File: src/rtl/proc_sequencer_pkg.sv
`default_nettype none
// ============================================================================
// Module      : proc_pkg
// Description : Shared constants and types for the 9-bit processor sequencer:
//               word width, opcode encodings and the sequencer state encoding.
// Revision    : 1.0 - initial release
// ============================================================================
package proc_pkg;

    localparam int WORD_W = 9;

    localparam logic [2:0] OP_MV   = 3'd0;
    localparam logic [2:0] OP_MVI  = 3'd1;
    localparam logic [2:0] OP_ADD  = 3'd2;
    localparam logic [2:0] OP_SUB  = 3'd3;
    localparam logic [2:0] OP_HALT = 3'd7;

    typedef enum logic [3:0] {
        ST_DRAIN     = 4'd0,
        ST_IDLE      = 4'd1,
        ST_FETCH     = 4'd2,
        ST_DECODE    = 4'd3,
        ST_FETCH_IMM = 4'd4,
        ST_LATCH_IMM = 4'd5,
        ST_ISSUE     = 4'd6,
        ST_EXEC      = 4'd7,
        ST_HALT      = 4'd8,
        ST_ERROR     = 4'd9
    } seq_state_t;

    // Opcode lives in the top three bits of every instruction word.
    function automatic logic [2:0] opcode_of(input logic [WORD_W-1:0] word);
        return word[WORD_W-1 -: 3];
    endfunction

endpackage
`default_nettype wire

File: src/rtl/proc_sequencer_if.sv
`default_nettype none
// ============================================================================
// Module      : proc_sequencer_if
// Description : Instruction-memory and processor-side bus of the sequencer.
//               master = sequencer, slave = memory + processor.
// Revision    : 1.0 - initial release
// ============================================================================
interface proc_sequencer_if #(
    parameter int ADDR_W = 5
);
    import proc_pkg::*;

    logic              mem_rd;
    logic [ADDR_W-1:0] mem_addr;
    logic [WORD_W-1:0] mem_data;
    logic [WORD_W-1:0] proc_din;
    logic              proc_run;
    logic              proc_done;

    modport master (
        output mem_rd, mem_addr, proc_din, proc_run,
        input  mem_data, proc_done
    );

    modport slave (
        input  mem_rd, mem_addr, proc_din, proc_run,
        output mem_data, proc_done
    );

endinterface
`default_nettype wire

File: src/rtl/proc_sequencer_watchdog.sv
`default_nettype none
// ============================================================================
// Module      : seq_watchdog
// Description : Up-counter with synchronous clear and enable, expiring at
//               TIMEOUT-1. Reset loads PRELOAD so the same counter can time a
//               shorter interval (TIMEOUT-PRELOAD cycles) straight out of reset.
// Revision    : 1.0 - initial release
// ============================================================================
module seq_watchdog #(
    parameter int TIMEOUT = 8,
    parameter int PRELOAD = 0
) (
    input  wire  clock,
    input  wire  resetn,
    input  wire  clear,
    input  wire  enable,
    output logic expire
);
    localparam int              CW        = (TIMEOUT > 1) ? $clog2(TIMEOUT) : 1;
    localparam logic [CW-1:0]   c_last    = CW'(TIMEOUT - 1);
    localparam logic [CW-1:0]   c_preload = CW'(PRELOAD);

    logic [CW-1:0] r_count;

    // Count enabled cycles; hold once expired so the flag stays stable.
    always_ff @(posedge clock or negedge resetn) begin
        if (!resetn) begin
            r_count <= c_preload;
        end else if (clear) begin
            r_count <= '0;
        end else if (enable && !expire) begin
            r_count <= r_count + 1'b1;
        end
    end

    assign expire = (r_count == c_last);

endmodule
`default_nettype wire

File: src/rtl/proc_sequencer.sv
`default_nettype none
// ============================================================================
// Module      : proc_sequencer
// Description : Program sequencer for the 9-bit simple processor. Fetches
//               words from a 1-cycle synchronous memory, issues each with a
//               single run pulse, supplies mvi immediates in processor T1,
//               counts retired instructions and stops on halt, stop or
//               watchdog timeout.
// Revision    : 1.0 - initial release
// ============================================================================
module proc_sequencer
    import proc_pkg::*;
#(
    parameter int ADDR_W  = 5,
    parameter int TIMEOUT = 8,
    parameter int DRAIN   = 3
) (
    input  wire               clock,
    input  wire               resetn,
    input  wire               start,
    input  wire [ADDR_W-1:0]  start_addr,
    input  wire               stop,
    proc_sequencer_if.master  bus,
    output logic              busy,
    output logic              halted,
    output logic              error,
    output logic [15:0]       instr_count
);
    seq_state_t         r_state;
    logic [ADDR_W-1:0]  r_pc;
    logic [WORD_W-1:0]  r_instr;
    logic [WORD_W-1:0]  r_imm;
    logic               r_busy;
    logic               r_halted;
    logic               r_error;
    logic [15:0]        r_count;

    logic [2:0]         w_op;
    logic [2:0]         w_mem_op;
    logic               w_wd_clear;
    logic               w_wd_enable;
    logic               w_wd_expire;

    assign w_op     = opcode_of(r_instr);
    assign w_mem_op = opcode_of(bus.mem_data);

    // One counter serves both the post-reset drain (preloaded so it expires
    // after DRAIN cycles) and the EXEC watchdog (cleared in ISSUE).
    assign w_wd_clear  = (r_state == ST_ISSUE);
    assign w_wd_enable = (r_state == ST_DRAIN) || (r_state == ST_EXEC);

    seq_watchdog #(
        .TIMEOUT (TIMEOUT),
        .PRELOAD (TIMEOUT - DRAIN)
    ) u_watchdog (
        .clock  (clock),
        .resetn (resetn),
        .clear  (w_wd_clear),
        .enable (w_wd_enable),
        .expire (w_wd_expire)
    );

    // Sequencer FSM with registered status outputs.
    always_ff @(posedge clock or negedge resetn) begin
        if (!resetn) begin
            r_state  <= ST_DRAIN;
            r_pc     <= '0;
            r_instr  <= '0;
            r_imm    <= '0;
            r_busy   <= 1'b0;
            r_halted <= 1'b0;
            r_error  <= 1'b0;
            r_count  <= '0;
        end else begin
            case (r_state)
                ST_DRAIN: begin
                    if (w_wd_expire) begin
                        r_state <= ST_IDLE;
                    end
                end
                ST_IDLE, ST_HALT, ST_ERROR: begin
                    if (start) begin
                        r_pc     <= start_addr;
                        r_halted <= 1'b0;
                        r_error  <= 1'b0;
                        r_count  <= '0;
                        r_busy   <= 1'b1;
                        r_state  <= ST_FETCH;
                    end
                end
                ST_FETCH: begin
                    r_state <= ST_DECODE;
                end
                ST_DECODE: begin
                    r_instr <= bus.mem_data;
                    r_pc    <= r_pc + 1'b1;
                    if (w_mem_op == OP_HALT) begin
                        r_halted <= 1'b1;
                        r_busy   <= 1'b0;
                        r_state  <= ST_HALT;
                    end else if (w_mem_op == OP_MVI) begin
                        r_state <= ST_FETCH_IMM;
                    end else begin
                        r_state <= ST_ISSUE;
                    end
                end
                ST_FETCH_IMM: begin
                    r_state <= ST_LATCH_IMM;
                end
                ST_LATCH_IMM: begin
                    r_imm   <= bus.mem_data;
                    r_pc    <= r_pc + 1'b1;
                    r_state <= ST_ISSUE;
                end
                ST_ISSUE: begin
                    r_state <= ST_EXEC;
                end
                ST_EXEC: begin
                    // done takes priority over a simultaneous watchdog expiry
                    if (bus.proc_done) begin
                        if (r_count != 16'hFFFF) begin
                            r_count <= r_count + 16'd1;
                        end
                        if (stop) begin
                            r_busy  <= 1'b0;
                            r_state <= ST_IDLE;
                        end else begin
                            r_state <= ST_FETCH;
                        end
                    end else if (w_wd_expire) begin
                        r_error <= 1'b1;
                        r_busy  <= 1'b0;
                        r_state <= ST_ERROR;
                    end
                end
                default: begin
                    r_busy  <= 1'b0;
                    r_state <= ST_DRAIN;
                end
            endcase
        end
    end

    // Memory and processor strobes decode directly from the state register.
    assign bus.mem_rd   = (r_state == ST_FETCH) || (r_state == ST_FETCH_IMM);
    assign bus.mem_addr = r_pc;
    assign bus.proc_run = (r_state == ST_ISSUE);
    assign bus.proc_din = (r_state == ST_ISSUE)                       ? r_instr :
                          ((r_state == ST_EXEC) && (w_op == OP_MVI))  ? r_imm   :
                                                                        '0;

    assign busy        = r_busy;
    assign halted      = r_halted;
    assign error       = r_error;
    assign instr_count = r_count;

endmodule
`default_nettype wire

File: src/flat_wrapper.sv
// flat-port wrapper written by rule: the top's interface ports become plain ports
module proc_sequencer_flat import proc_pkg::*;
#(
    parameter int ADDR_W  = 5,
    parameter int TIMEOUT = 8,
    parameter int DRAIN   = 3
)
  (clock, resetn, start, start_addr, stop, busy, halted, error, instr_count, bus_mem_rd, bus_mem_addr, bus_proc_din, bus_proc_run, bus_mem_data, bus_proc_done);
  proc_sequencer_if #(.ADDR_W(ADDR_W)) bus_i ();
  input  wire clock;
  input  wire resetn;
  input  wire start;
  input  wire [ADDR_W-1:0] start_addr;
  input  wire stop;
  output logic busy;
  output logic halted;
  output logic error;
  output logic [15:0] instr_count;
  output wire logic [$bits(bus_i.mem_rd)-1:0] bus_mem_rd;
  output wire logic [$bits(bus_i.mem_addr)-1:0] bus_mem_addr;
  output wire logic [$bits(bus_i.proc_din)-1:0] bus_proc_din;
  output wire logic [$bits(bus_i.proc_run)-1:0] bus_proc_run;
  input wire logic [$bits(bus_i.mem_data)-1:0] bus_mem_data;
  input wire logic [$bits(bus_i.proc_done)-1:0] bus_proc_done;
  assign bus_mem_rd = bus_i.mem_rd;
  assign bus_mem_addr = bus_i.mem_addr;
  assign bus_proc_din = bus_i.proc_din;
  assign bus_proc_run = bus_i.proc_run;
  assign bus_i.mem_data = bus_mem_data;
  assign bus_i.proc_done = bus_proc_done;
  proc_sequencer #(.ADDR_W(ADDR_W), .TIMEOUT(TIMEOUT), .DRAIN(DRAIN)) u_core (.clock(clock), .resetn(resetn), .start(start), .start_addr(start_addr), .stop(stop), .bus(bus_i), .busy(busy), .halted(halted), .error(error), .instr_count(instr_count));
endmodule
File: config.mk
export PLATFORM = sky130hd
export DESIGN_NAME = proc_sequencer_flat
export DESIGN_NICKNAME = d
export VERILOG_FILES = /design/src/rtl/proc_sequencer_pkg.sv /design/src/rtl/proc_sequencer_if.sv /design/src/rtl/proc_sequencer_watchdog.sv /design/src/rtl/proc_sequencer.sv /design/src/flat_wrapper.sv
export SDC_FILE = /design/constraint.sdc
export NUM_CORES = 1
export LEC_CHECK = 0
export ABC_AREA = 1
export CAP_MARGIN = 0
export CORE_UTILIZATION = 63
export DETAILED_ROUTE_END_ITERATION = 16
export DONT_BUFFER_PORTS = 1
export PLACE_DENSITY = 0.79
export SYNTH_ARGS = -nofsm -noshare
export SYNTH_HDL_FRONTEND = slang
export SYNTH_SLANG_ARGS = --single-unit
File: constraint.sdc
create_clock -name clock -period 1.9 [get_ports clock]
set_input_delay 0.19 -clock clock [delete_from_list [all_inputs] [get_ports clock]]
set_output_delay 0.19 -clock clock [all_outputs]
set_load 0.005 [all_outputs]
# Word level (Yosys, flattened, before mapping)

Index checks and enable logic that the tools add are counted.

Flip-flop bits (word level): 49
Bits of input ports: 19

Bitwise gates (word level): 1
Equality and inequality tests: 23
Reductions and logical operators: 19
Muxes and demuxes: 30
$add $sub $neg: 3

Operators with widths:

| kind                  | number |
|---|---|
| $mux 16               | 3 |
| $pmux 16 s2           | 1 |
| $pmux 4 s8            | 1 |
| $mux 4                | 5 |
| $mux 9                | 2 |
| $add 16x1->16 const B | 1 |
| $eq 4x3->1 const B    | 4 |
| $ne 16x16->1 const B  | 1 |
| $ne 2x2->1 const B    | 5 |
| $pmux 5 s2            | 1 |
| $mux 1                | 9 |
| $eq 4x2->1 const B    | 2 |
| $eq 4x4->1 const B    | 2 |
| $reduce_and 4->1      | 2 |
| $reduce_bool 2->1     | 4 |
| $eq 3x1->1 const B    | 2 |
| $eq 3x3->1 const B    | 2 |
| $mux 3                | 2 |
| $ne 3x3->1 const B    | 2 |
| $reduce_and 3->1      | 2 |
| $add 5x1->5 const B   | 1 |
| $mux 5                | 1 |
| $reduce_and 5->1      | 1 |
| $reduce_or 5->1       | 1 |
| other kinds (14)      | 19 |

# Longest topological paths before layout

Gate-level depths: netlist of run 1.

Depth in word-level cells: 5
Mapped depth: 11

# Modules after synthesis

Synthesis of run 1 repeated with hierarchy kept, for this count alone.

Cells, all modules: 382
Area total of the unflattened synthesis: 2,855.2 um^2

Modules (own cells, without submodules):

| module         | cells each | area an instance (um^2) | instances | seq. area each (um^2) |
|---|---|---|---|---|
| proc_sequencer | 362        | 2,677.6                 | 1         | 1,151.1 |
| seq_watchdog   | 20         | 177.7                   | 1         | 77.6 |

# Worst setup path after synthesis of run 1

OpenSTA, ideal clock, no wires.

Path type: reg-to-reg
Start: register u_core.r_count[0], in the netlist u_core.instr_count[0]
End: register u_core.r_count[0], in the netlist u_core.instr_count[0]
Cell stages (with the launch flop): 11
Slack: 0.320 ns
Arrival: 1.515 ns
Buffers on the path: 1
Library setup time: 0.065 ns
Cells stage by stage: dfrtp_1 ha_1 nand2_1 nor2_4 nand2_4 o21ai_4 nand2_4 nand2_8 buf_8 nand2_1 nand2_1

Cells in the longest elaborated chain, start to end: 4

Ends and longest elaborated chain:

| what                   | RTL line              | text |
|---|---|---|
| from (decl)            | proc_sequencer.sv:36  | `logic [15:0] r_count;` |
| from (signal assigned) | proc_sequencer.sv:122 | `r_count <= r_count + 16'd1;` |
| $add 16x1->16          | proc_sequencer.sv:122 |  |
| $mux 16                | proc_sequencer.sv:121 | `if (r_count != 16'hFFFF) begin` |
| $mux 16                | proc_sequencer.sv:120 | `if (bus.proc_done) begin` |
| $pmux 16 s2            | proc_sequencer.sv:75  | `case (r_state)` |

Several ways; a longest one is shown, not always the timed one. The select of a mux whose other input is x is not followed.
A chain may end at the register's enable or synchronous reset.

# Final worst setup path of run 1

Start: register u_core.r_state[3]
End: output port bus_proc_din[0]

Cells in the longest elaborated chain, start to end: 4

Ends and longest elaborated chain:

| what                   | RTL line              | text |
|---|---|---|
| from (decl)            | proc_sequencer.sv:29  | `seq_state_t r_state;` |
| from (signal assigned) | proc_sequencer.sv:66  | `r_state <= ST_DRAIN;` |
| from (signal assigned) | proc_sequencer.sv:78  | `r_state <= ST_IDLE;` |
| from (signal assigned) | proc_sequencer.sv:88  | `r_state <= ST_FETCH;` |
| $eq 4x3->1             | proc_sequencer.sv:149 | `((r_state == ST_EXEC) && (w_op == OP_MVI)) ? r_imm :` |
| $logic_and 1x1->1      | proc_sequencer.sv:149 |  |
| $mux 9                 | proc_sequencer.sv:149 |  |
| $mux 9 *               | proc_sequencer.sv:148 | `assign bus.proc_din = (r_state == ST_ISSUE) ? r_instr :` |
| to (decl)              | flat_wrapper.sv:21    | `output wire logic [$bits(bus_i.proc_din)-1:0] bus_proc_din;` |

Mark *: on every way between the ends. The rest lies on a longest branch, timed or not.

==> results of run 1 <==
-- routing by layer --
metal | track usage, % | up-vias
met2 | 45.1 | 65
met1 | 33.3 | 1129
met3 | 7.16 | 10
met5 | 0 | -
met4 | 8.84 | 0
li1 | - | 1234
-- stage by stage --
step	instances	setup TNS, ns
6_report	446	0
5_1_grt	446	0
4_1_cts	445	-0.0742
3_5_place_dp	435	0
3_3_place_gp	435	0
2_1_floorplan	384	0
-- cells in the mapped netlist --
master | instances | area share, %
nand2_1 | 129 | 17
xnor2_1 | 2 | 0.62
a22oi_1 | 1 | 0.26
o21ai_0 | 42 | 7.4
inv_4 | 1 | 0.22
buf_2 | 2 | 0.35
nor2_1 | 35 | 4.6
a21oi_1 | 6 | 1.1
nor2_4 | 3 | 1.2
inv_2 | 6 | 0.79
o21bai_1 | 2 | 0.53
xor2_1 | 3 | 0.93
nand2_8 | 1 | 0.71
or2_2 | 1 | 0.22
buf_8 | 1 | 0.53
a21oi_4 | 1 | 0.57
dfstp_2 | 2 | 1.9
o21ai_4 | 1 | 0.57
nand4_1 | 3 | 0.66
o22ai_1 | 2 | 0.44
inv_1 | 41 | 5.4
nand3b_1 | 2 | 0.53
nor2_8 | 1 | 0.71
ha_1 | 4 | 1.8
clkbuf_1 | 2 | 0.26
nor3_1 | 2 | 0.35
o211ai_1 | 2 | 0.53
dfrtp_1 | 47 | 42
o21ai_1 | 1 | 0.18
nand3_1 | 24 | 4.2
nand2_2 | 7 | 1.5
a31oi_1 | 2 | 0.44
buf_4 | 1 | 0.26
nand2_4 | 4 | 1.6
-- what timing repair did --
action	CTS	global route
gates resized for setup	0	3
hold buffers	2	0
endpoints found under the hold margin	49	0
endpoints found under the setup margin	5	9
buffers inserted	0	1
-- flip-flops by register name, indices dropped and copies added, names as in the netlist --
name,count
u_core.r_state,4
u_core.instr_count,16
u_core.halted,1
u_core.r_imm,9
u_core.bus.mem_addr,5
u_core.u_watchdog.r_count,3
u_core.busy,1
u_core.r_instr,9
u_core.error,1
-- power groups by stage --
stage / logic (uW) / clock network [uW] / registers (uW)
2_1_floorplan: 1420 / 0 / 1630
4_1_cts: 1720 / 758 / 1680
5_1_grt: 1960 / 794 / 1720
6_report: 1700 / 734 / 1680
3_5_place_dp: 1690 / 0 / 1690
3_3_place_gp: 1630 / 0 / 1680
-- final cells by class --
class	count	area, sq um	share of cell area (%)
clock inverters	2	38.8	1.27
flip-flops and latches	49	1230	40.2
well taps	52	65.1	2.13
multi-input cells	281	1380	45.3
clock buffers	6	72.6	2.38
inverters	48	183	5.98
repair buffers	8	82.6	2.70
-- how the worst min path moves through the flow --
stage                    startpoint                endpoint  slack (ns)  depth (start not counted)
finish              bus_mem_data[0]         u_core.r_imm[0]        0.04                          2
detailed placement           resetn   u_core.instr_count[2]       -0.10                          0
floorplan                    resetn  u_core.bus.mem_addr[0]       -0.11                          0
CTS                 bus_mem_data[4]         u_core.r_imm[4]        0.03                          2
global route        bus_mem_data[2]         u_core.r_imm[2]        0.03                          2
global placement             resetn   u_core.instr_count[2]       -0.10                          0
-- kinds of logic (layout without fill, tap and decap cells) --
family	count (synthesis)	in the layout	synth area share, %
compound gates	60	60	12.0
xor+xnor	5	5	1.55
fa+ha+maj	4	4	1.77
buf+inv	54	64	7.86
flops	49	49	43.4
simple gates	212	212	33.5
==> out/summary.txt, run 1 <==
Status = finished clean
Max Fclk = 570 MHz
Routed wl met2 = 2810 um
Capturing point of the worst reg2reg path = u_core.instr_count[13]
Clk_lat worst skew = 0.30 ns
Clock network power share = 17.8%
CTS Buffer Depth = 2
Met1 Wirelength = 2640 um
Final setup fails = 0
Total congestion overflow = 0
Final WL = 5870 um
Area after DPL = 0.00290 sq mm
GRT Util Overall = 26.8%
Origin of the critical flop-to-flop path = u_core.instr_count[0]
DR top layer = met4
Initial DRT Pass Iterations = 4
Slew Limit Fails = 0
CTS clk-pin slew, worst paths = 0.09 ns
Unrepaired setup endpoints after global routing = no
DRT iter0 DRCs = 168
Highest cell delay on the worst timing path = 0.41 ns
Syn Nets = 407
Number of global-route vias before repair = 2327
Fraction of layout cells with a size suffix above 1 = 10.7%
R2R setup slack = 0.15 ns
CP Max Fanout = 8
Die footprint = 0.00477 sq mm
Dpl hpwl = 4210 um
IO Port Bufs = 0
Htree depth = 2
Row Count = 24
First-pass GRT wire length = 10200 um
Routability cong. = 0.951
Overall power = 4120 uW
Final count of hold timing violations = 0
Final min period = 1.75 ns
Power share of the sequential group = 40.8%
Syn Inst Count = 384
Crit path DAT = 1.56 ns
Tcrit/Tclk final = 92.3%
Chip width = 69.1 um
Residual DRC = 0
CORE AREA = 0.00432 sq mm
Critical-path cell list = inv_1, nand2_1, nor2_8, nand4_1, buf_4, o21ai_0
Number of synthesized register bits = 49
Post-synthesis sequential area ratio = 43.4%
CTS tree = yes
Avg Cell Area, Syn = 7.38 sq um
VDD IR max = 0.846 mV
Clock Sinks = 49
Internal = 2370 uW
Ports = 54
Initial antenna violation count = 0
Final core utilization = 70.6%
Die height = 69.1 um
Power share of the combinational group = 41.4%
Clock skew = 0.00905 ns
Initial core utilization = 65.5%
Synth unique cells = 34
Critical path's slowest cell = dfrtp_1
Most common cell after layout, fill and taps aside = nand2_1
Worst setup SP type = flip-flop
WL per Instance = 13.2 um
R2r worst-path depth = 9
YS warnings = 0
Hold slack = 0.0417 ns
PwrDens = 1350 mW/mm^2
Post-route cell area = 0.00305 sq mm
WS Path Type = flip-flop to output port
Hold Path Class = primary input to flip-flop
Leakage = 0.00155 uW
CP Depth = 6
Final net count = 416
Sw Ratio = 42.5%
CP delay by family, top = flip-flops
Most frequent cells in the layout = nand2_1 (129), dfrtp_1 (47), inv_1 (41)
Via density = 5.47
Net Switching = 1750 uW
Relative slew slack = 78.9%
Largest net degree at the start of global routing = 50
Total CTS buffers = 5
Buf/Inv on CP = 2
Dpl ws = 0.187 ns
Critical Path RT = 1.71 ns
Vias = 2438
Critical path endpoint category = output port
Setup ws final = 0.147 ns
ANT nets after route = 0
Syn Std Cell Area = 0.00283 sq mm
Critical path origin = u_core.r_state[3]
Met3 wire length = 326 um
Worst slew pin tran = 0.316 ns
Diodes inserted = 0
Area growth, synth to finish = 7.73%
Root buffer cell = clkbuf_8
Number of fill cells = 360
Max-cap viol count = 0
Crit path to = bus_proc_din[0]
Power figures use the tool's default switching activity.
==> inputs of run 2 (changes only) <==
--- a/config.mk
+++ b/config.mk
@@ -11,6 +11,7 @@
 export DETAILED_ROUTE_END_ITERATION = 16
 export DONT_BUFFER_PORTS = 1
 export PLACE_DENSITY = 0.79
+export SLEW_MARGIN = 25
 export SYNTH_ARGS = -nofsm -noshare
 export SYNTH_HDL_FRONTEND = slang
 export SYNTH_SLANG_ARGS = --single-unit
==> results of run 2 <==
Same layout as run 1: the final DEF is identical, and so are final timing and power.
==> inputs of run 3 (changes only) <==
--- a/config.mk
+++ b/config.mk
@@ -6,7 +6,6 @@
 export NUM_CORES = 1
 export LEC_CHECK = 0
 export ABC_AREA = 1
-export CAP_MARGIN = 0
 export CORE_UTILIZATION = 63
 export DETAILED_ROUTE_END_ITERATION = 16
 export DONT_BUFFER_PORTS = 1
==> results of run 3 <==
Same layout as run 1: the final DEF is identical, and so are final timing and power.
